`config.mk`:
```
export PLATFORM = sky130hd
export DESIGN_NAME = tiny_riscv_mem_arbiter
export DESIGN_NICKNAME = d
export VERILOG_FILES = /design/src/rtl/tiny_riscv_mem_arbiter_pkg.sv /design/src/rtl/tiny_riscv_rr_arbiter2.sv /design/src/rtl/tiny_riscv_mem_arbiter.sv
export SDC_FILE = /design/constraint.sdc
export NUM_CORES = 1
export LEC_CHECK = 0
export CORE_AREA = 2 2 108 110
export DETAILED_ROUTE_END_ITERATION = 8
export DIE_AREA = 0 0 110 112
export GPL_ROUTABILITY_DRIVEN = 0
export HOLD_SLACK_MARGIN = 0.12
export PLACE_DENSITY = 0.77
export SKIP_LAST_GASP = 1
export SLEW_MARGIN = 20
export SYNTH_ARGS = -nofsm -noshare
export SYNTH_HDL_FRONTEND = slang
export SYNTH_HIERARCHICAL = 1
export SYNTH_SLANG_ARGS = --single-unit
```
`constraint.sdc`:
```
create_clock -name i_Clk -period 6.72 [get_ports i_Clk]
set_input_delay 1.008 -clock i_Clk [delete_from_list [all_inputs] [get_ports i_Clk]]
set_output_delay 1.008 -clock i_Clk [all_outputs]
set_load 0.02 [all_outputs]
```
`src/rtl/tiny_riscv_mem_arbiter_pkg.sv`:
```
// Shared definitions for the two-port CPU memory arbiter: transaction states,
// requester IDs and the default memory depth.
package tiny_riscv_mem_arbiter_pkg;

  typedef enum logic [1:0] {
    ST_IDLE  = 2'd0,
    ST_ISSUE = 2'd1,
    ST_WAIT  = 2'd2
  } arb_state_t;

  localparam logic PORT_IF = 1'b0;
  localparam logic PORT_D  = 1'b1;

  localparam int DEPTH_WORDS_DEFAULT = 1536;

endpackage

```
`src/rtl/tiny_riscv_rr_arbiter2.sv`:
```
// Two-input round-robin picker. Purely combinational; the last-grant pointer
// lives in the parent so it only advances when a transaction actually starts.
module tiny_riscv_rr_arbiter2
  import tiny_riscv_mem_arbiter_pkg::*;
(
  input  logic [1:0] req,
  input  logic       last_grant,
  output logic       grant,
  output logic       valid
);

  always_comb begin
    valid = |req;
    grant = PORT_IF;
    if (req[PORT_D] && req[PORT_IF]) begin
      grant = ~last_grant;
    end else if (req[PORT_D]) begin
      grant = PORT_D;
    end
  end

endmodule

```
`src/rtl/tiny_riscv_mem_arbiter.sv`:
```
// Shares the single-port byte-masked CPU memory between fetch (IF) and load/store (D).
// Each access runs IDLE -> ISSUE -> WAIT. Optional range check: MEM_ARB_RANGE_CHECK_EN.
module tiny_riscv_mem_arbiter
  import tiny_riscv_mem_arbiter_pkg::*;
#(
  parameter int DEPTH_WORDS = DEPTH_WORDS_DEFAULT,
  parameter int ADDR_W      = 32
) (
  input  logic              i_Clk,
  input  logic              i_Rst,
  input  logic              i_if_req,
  input  logic [ADDR_W-1:0] i_if_addr,
  output logic              o_if_done,
  output logic [31:0]       o_if_rdata,
  input  logic              i_d_req,
  input  logic [ADDR_W-1:0] i_d_addr,
  input  logic [31:0]       i_d_wdata,
  input  logic [3:0]        i_d_wmask,
  output logic              o_d_done,
  output logic [31:0]       o_d_rdata,
  output logic              o_d_err,
  output logic [ADDR_W-1:0] o_mem_addr,
  output logic              o_mem_read_strobe,
  output logic [31:0]       o_mem_write_data,
  output logic [3:0]        o_mem_write_mask,
  input  logic [31:0]       i_mem_data,
  output logic              o_busy,
  output arb_state_t        o_dbg_state
);

  // Handshake: a requester holds req and its inputs stable until its done pulse,
  // and drops req on the edge that ends the done cycle; req seen high in IDLE
  // is always treated as a fresh request.

  arb_state_t        state, state_nx;
  logic              last_grant, grant, any_req;
  logic              winner, is_read, err_q;
  logic [ADDR_W-1:0] sel_addr;
  logic [31:0]       sel_wdata;
  logic [3:0]        sel_wmask;
  logic              sel_oor, sel_err;
  logic [31:0]       rdata_ret;

  tiny_riscv_rr_arbiter2 u_rr (
    .req        ({i_d_req, i_if_req}),
    .last_grant (last_grant),
    .grant      (grant),
    .valid      (any_req)
  );

  always_comb begin
    sel_addr  = i_if_addr;
    sel_wdata = '0;
    sel_wmask = '0;
    if (grant == PORT_D) begin
      sel_addr  = i_d_addr;
      sel_wdata = i_d_wdata;
      sel_wmask = i_d_wmask;
    end
  end

  assign sel_oor = (sel_addr >> 2) >= ADDR_W'(DEPTH_WORDS);

`ifdef MEM_ARB_RANGE_CHECK_EN
  assign sel_err = sel_oor;
`else
  logic unused_range;
  assign unused_range = sel_oor;
  assign sel_err      = 1'b0;
`endif

  // State register
  always_ff @(posedge i_Clk or posedge i_Rst) begin
    if (i_Rst) state <= ST_IDLE;
    else       state <= state_nx;
  end

  // Next-state logic
  always_comb begin
    state_nx = ST_IDLE;
    case (state)
      ST_IDLE:  state_nx = any_req ? ST_ISSUE : ST_IDLE;
      ST_ISSUE: state_nx = ST_WAIT;
      ST_WAIT:  state_nx = ST_IDLE;
      default:  state_nx = ST_IDLE;
    endcase
  end

  // Transaction latch and registered memory-side signals
  always_ff @(posedge i_Clk or posedge i_Rst) begin
    if (i_Rst) begin
      last_grant        <= PORT_D;
      winner            <= PORT_IF;
      is_read           <= 1'b0;
      err_q             <= 1'b0;
      o_mem_addr        <= '0;
      o_mem_read_strobe <= 1'b0;
      o_mem_write_data  <= '0;
      o_mem_write_mask  <= '0;
    end else begin
      case (state)
        ST_IDLE: begin
          if (any_req) begin
            last_grant        <= grant;
            winner            <= grant;
            is_read           <= (sel_wmask == 4'h0);
            err_q             <= sel_err;
            o_mem_addr        <= sel_addr;
            o_mem_write_data  <= sel_wdata;
            // An out-of-range access never reaches the memory
            o_mem_read_strobe <= (sel_wmask == 4'h0) && !sel_err;
            o_mem_write_mask  <= sel_err ? 4'h0 : sel_wmask;
          end
        end
        ST_ISSUE: begin
          o_mem_read_strobe <= 1'b0;
          o_mem_write_mask  <= 4'h0;
        end
        default: ;
      endcase
    end
  end

  assign rdata_ret = (is_read && !err_q) ? i_mem_data : 32'h0;

  // Outputs
  always_comb begin
    o_busy      = (state != ST_IDLE);
    o_dbg_state = state;
    o_if_done   = 1'b0;
    o_if_rdata  = '0;
    o_d_done    = 1'b0;
    o_d_rdata   = '0;
    o_d_err     = 1'b0;
    if (state == ST_WAIT) begin
      if (winner == PORT_D) begin
        o_d_done  = 1'b1;
        o_d_rdata = rdata_ret;
        o_d_err   = err_q;
      end else begin
        o_if_done  = 1'b1;
        o_if_rdata = rdata_ret;
      end
    end
  end

endmodule

```
==> results of run 1 <==
## worst max-delay path, cell delays in order (launching register included)
cell,delay [ps]
dfrtp_1,450
or3b_1,830
nor2_1,290
clkdlybuf4s50_1,680
## registers in the layout, indices dropped and copies added, names as in the netlist
signal,count
o_mem_read_strobe,1
last_grant,1
o_mem_write_mask,4
o_mem_write_data,32
winner,1
o_mem_addr,32
o_dbg_state,2
is_read,1
## through the flow
stage | cells | setup WS [ps] | util [%] | hold slack (ps) | total power, mW
after floorplan | 433 | 3830 | - | 437 | 1.58
after global placement | 817 | 3270 | 56.9 | 449 | 2.26
after detailed placement | 817 | 3290 | 56.9 | 454 | 2.29
after CTS | 833 | 3020 | 59.4 | 467 | 2.77
after global routing | 834 | 3030 | 59.5 | 495 | 2.90
final | 834 | 3130 | 59.5 | 461 | 2.73
## power by group
| group | switching [mW] | internal [mW] | leakage (nW) |
|---|---|---|---|
| Combinational | 0.812 | 0.646 | 1.89 |
| Sequential | 0.146 | 0.665 | 0.939 |
| Clock | 0.179 | 0.285 | 0.142 |
## cells in the final DEF, fill, tap and decap left out, types with 5 or more instances in the layout
| cell | netlist | routed |
|---|---|---|
| o21ai_0 | 33 | 33 |
| clkbuf_16 | 0 | 9 |
| clkdlybuf4s50_1 | 0 | 273 |
| nand3_1 | 40 | 40 |
| nor2_1 | 65 | 65 |
| nand2_1 | 137 | 137 |
| clkinv_2 | 0 | 5 |
| mux2i_1 | 32 | 32 |
| dfrtp_1 | 73 | 73 |
## worst max-delay path by stage
stage	start	endpoint	slack (ps)	cells after the start
after floorplan	i_Rst	is_read	3830	1
after global placement	i_mem_data[4]	o_d_rdata[4]	3270	4
after detailed placement	i_mem_data[4]	o_d_rdata[4]	3290	4
after CTS	o_dbg_state[0]	o_d_rdata[6]	3020	3
after global routing	o_dbg_state[1]	o_if_rdata[11]	3030	3
final	o_dbg_state[0]	o_if_rdata[1]	3130	3
## layer usage
| metal | part of all wire, % | global-route usage [%] | up-vias |
|---|---|---|---|
| li1 | - | - | 1898 |
| met1 | 34 | 20.2 | 1733 |
| met2 | 53 | 37.7 | 171 |
| met3 | 9.5 | 5.33 | 26 |
| met4 | 3.2 | 8.35 | 0 |
| met5 | 0 | 0 | - |
## layout make-up
type	instances	area [µm²]
Multi-Input combinational cell	319	1540
Clock buffer	10	229
Inverter	5	25.0
Clock inverter	6	57.6
Timing Repair Buffer	277	2770
Tap cell	143	179
Fill cell	972	4520
Sequential cell	74	1850
## cell families after synthesis
logic type	Yosys count
other	1
AND/OR/NAND/NOR	249
flip-flops	74
multiplexers	32
AO/OA/AOI/OAI	37
buffers and inverters	40
==> impl_metrics.yaml, run 1 <==
synth:
  netlist.area_leader.share_pct: 50.7
  synth_nets: 569
  synthMuxAreaShare_pct: 8.90
  synth_compound_area_share_pct: 5.49
  netlist_instances: 433
  synth_xor_area_share_pct: 0
  postSynthAreaPerCell_um2: 8.32
  ys_warn_count: 6
  synth_top_family_by_area: "simple AND/OR/NAND/NOR gates"
  synth-seq-cells: 74
  synthSimpleGateAreaFrac_pct: 28.1
  synth.area.top_cells: "dfrtp_1, nand2_1, mux2i_1"
  ys_seq_area_share_pct: 51.5
  synth-edff-count: 0
  synth-adder-area-share_pct: 0
  synth_cell_type_count: 25
  synthTopCellsByCount: "nand2_1, dfrtp_1, nor2_1"
  async_flop_share_pct: 100
  yosysTopAreaCell: "dfrtp_1"
  yosys_most_used_dff: "dfrtp_1"
  synth_area_um2: 3600
  synth.most_common_cell: "nand2_1"
place:
  io_buffers: 273
  place.detailed.hpwl_um: 9630
  place_area_um2: 6360
min_path:
  hold_path_end: "o_mem_write_data[0]"
  hold_path_class: "flip-flop to flip-flop"
  hold_depth: 2
  hp-start: "o_mem_write_data[0]"
global_route:
  grt-ovfl-total: 0
  antenna_found_initial: 0
  grt_first_pass_wirelength_um: 19000
  grt_pass1_vias: 3883
  grt.total_usage_pct: 20.0
  grt_max_degree: 75
timing:
  setup_viol: 0
  worst_pin_slew_ps: 1020
  max_slew_margin_pct: 31.9
  fin_worst_skew_ps: 5.24
  period_share_pct: 53.4
  hold_viol_final: 0
  min_period_ps: 3590
  tns_ps: 0
  fmax_mhz: 279
  slew_violations: 0
  rsz0062_at_grt: "no"
critical_path:
  rrSetupSlack_ps: 4830
  required_ps: 5710
  critical_path_class: "flip-flop to output pin"
  cp.arrival_ps: 2580
  critPathMaxFanout: 33
  crit_path_start_kind: "flip-flop"
  reg2reg_from: "o_dbg_state[1]"
  r2r_cells: 3
  cp-end-kind: "output pin"
  reg2reg_to: "o_mem_addr[5]"
route:
  wl_per_cell_um: 15.0
  vias: 3828
  wl_um: 12500
  vias_per_cell: 4.59
  ant_nets: 0
  remaining_drc_errors: 0
  drt_iter0_drc: 177
  drt_pass1_iterations: 4
cts:
  cts_buffers: 9
  hold_buffers: 0
  clock_latency_ps: 330
  cts_resized: 0
  clockBufferDepth: 2
  cts_root_buffer: "clkbuf_16"
  h-tree-depth: 3
  cts_tree: "built"
  cts_setup_buffers: 0
  cts.clk_slew.worst_paths_ps: 50
  cts_sinks: 74
floorplanning:
  die_x_um: 110
  coreArea_um2: 11200
  io_pins: 275
  dieArea_um2: 12300
  num_rows: 39
  die_height_um: 112
  start_util_pct: 32.2
flow_run:
  drv_cap: 0
pwr:
  cellLeakagePower_nw: 2.98
  ir_drop_mv: 0.201
  powerDensity_nw_per_um2: 411
layout:
  finalInstanceArea_um2: 6650
  syn_to_final_growth_pct: 84.8
  layout-drive-gt1-share_pct: 3.76
  num_antenna_cells: 0
  nets: 822
outcome:
  status: "finished clean"
No activity file was read; power rests on OpenSTA's default activity.
==> inputs of run 2 (changes only) <==
CORE_AREA = unset   (was 2 2 108 110)
CORE_ASPECT_RATIO = 1.4   (was unset)
CORE_MARGIN = 2   (was unset)
CORE_UTILIZATION = 31   (was unset)
DIE_AREA = unset   (was 0 0 110 112)
clock period = 3 ns   (was 6.72 ns; I/O delays follow)
==> run 2 against run 1 <==
  * Total power increased by 130%
  * Critical path type unchanged
  * Flip-flop and latch count unchanged
  * Clock power grew to 2.7 times the previous value
  * First-iteration DRC count shrank 39%
  * Routed wire length grew 6.7%
  * Clock-buffer cell count is the same
  * Final cell count grew 0.48%
  * Register-to-register slack got worse by 3300 ps
==> impl_metrics.yaml, run 2 (synthesis results as in run 1) <==
route:
  wl_per_cell_um: 15.9
  ant_nets: 0
  wl_um: 13400
  vias: 3931
  drt_pass1_iterations: 4
  drt_iter0_drc: 108
  vias_per_cell: 4.69
  remaining_drc_errors: 0
cts:
  cts_setup_buffers: 0
  hold_buffers: 0
  h-tree-depth: 3
  clock_latency_ps: 330
  cts_sinks: 74
  cts_root_buffer: "clkbuf_16"
  cts_buffers: 9
  cts.clk_slew.worst_paths_ps: 60
  cts_tree: "built"
  clockBufferDepth: 2
  cts_resized: 0
floorplanning:
  coreArea_um2: 11300
  num_rows: 46
  die_x_um: 95.1
  dieArea_um2: 12500
  die_height_um: 132
  start_util_pct: 31.8
  io_pins: 275
place:
  io_buffers: 273
  place.detailed.hpwl_um: 10600
pwr:
  cellLeakagePower_nw: 3.02
  ir_drop_mv: 0.530
  powerDensity_nw_per_um2: 946
timing:
  period_share_pct: 94.2
  max_slew_margin_pct: 54.0
  fin_worst_skew_ps: 8.45
  hold_viol_final: 0
  slew_violations: 0
  worst_pin_slew_ps: 691
  holdWs_ps: 463
  fmax_mhz: 354
  setup_viol: 0
  min_period_ps: 2830
  rsz0062_at_grt: "no"
  tns_ps: 0
layout:
  num_antenna_cells: 0
  layout_common_cells: "clkdlybuf4s50_1, nand2_1, dfrtp_1, nor2_1, nand3_1"
  syn_to_final_growth_pct: 87.9
  multiInputGateArea_um2: 1540
  final_common_cell: "clkdlybuf4s50_1"
  fin_util_pct: 59.7
  n_fill_cell: 961
  nets: 825
  seq_area_um2: 1850
  layout-drive-gt1-share_pct: 4.18
  reg_top3: "o_mem_addr x32, o_mem_write_data x32, o_mem_write_mask x4"
flow_run:
  drv_cap: 0
critical_path:
  cp-end-kind: "output pin"
  critical_path_class: "flip-flop to output pin"
  crit_path_start_kind: "flip-flop"
  cp.arrival_ps: 2380
  required_ps: 2550
  critPathMaxFanout: 24
global_route:
  grt_max_degree: 71
  antenna_found_initial: 0
  grt_pass1_vias: 3998
  grt-ovfl-total: 0
  grt.total_usage_pct: 21.3
  grt_first_pass_wirelength_um: 20300
outcome:
  status: "finished clean"
min_path:
  hold_path_class: "flip-flop to flip-flop"
## run 2: changes by cell type in the layout (fill, tap and decap cells not counted)
cell,before,now
buf_12,0,3
buf_6,1,0
clkinv_4,1,3
clkinv_2,5,0
buf_4,3,4
inv_2,0,1
bufinv_16,1,3
## run 2: final timing paths
path	from	to	slack, ps	cells after the start
worst max-delay path	is_read	o_if_rdata[6]	170	3
worst min-delay path	o_mem_write_data[13]	o_mem_write_data[13]	460	2
worst max register to register	o_dbg_state[0]	o_mem_write_mask[2]	1560	4
worst min register to register	o_mem_write_data[13]	o_mem_write_data[13]	460	2
max in group asynchronous	i_Rst	o_mem_write_data[3]	1770	3
min in group asynchronous	i_Rst	o_mem_addr[11]	540	2
## run 2: worst max-delay path: stages, from the launching register on
cell and delay, ps:
dfrtp_1 780, nand2_1 250, nor2_1 310, clkdlybuf4s50_1 690
## run 2: routing by layer
metal,part of all wire [%],global-route usage [%],vias to the layer above,wire length [µm]
li1,-,-,1900,-
met1,37,22.8,1790,4890
met2,50,36.4,207,6630
met3,9.5,7.00,34,1270
met4,4.2,11.1,0,560
met5,0,0,-,0
## run 2: layout make-up
| type | count | area share [%] |
|---|---|---|
| Timing Repair Buffer | 280 | 41.7 |
| Sequential cell | 74 | 27.4 |
| Multi-Input combinational cell | 319 | 22.8 |
| Clock buffer | 10 | 3.38 |
| Tap cell | 144 | 2.66 |
| Clock inverter | 6 | 1.70 |
| Inverter | 5 | 0.351 |
## run 2: report_power, final
part | leakage, nW | total, mW | switching, mW | internal [mW]
sequential | 0.939 | 1.80 | 0.307 | 1.49
clock | 0.163 | 1.23 | 0.418 | 0.815
combinational | 1.92 | 3.37 | 1.88 | 1.49
total | 3.02 | 6.40 | 2.61 | 3.79
## run 2: through the flow
stage | setup slack (ps) | std cells | power, mW | cell area, µm²
global placement | 535 | 822 | 5.13 | 6420
global route | 90.3 | 838 | 6.78 | 6770
floorplan | 670 | 433 | 3.53 | 3600
CTS | 200 | 838 | 6.47 | 6770
detailed placement | 566 | 822 | 5.20 | 6420
finish | 173 | 838 | 6.40 | 6770
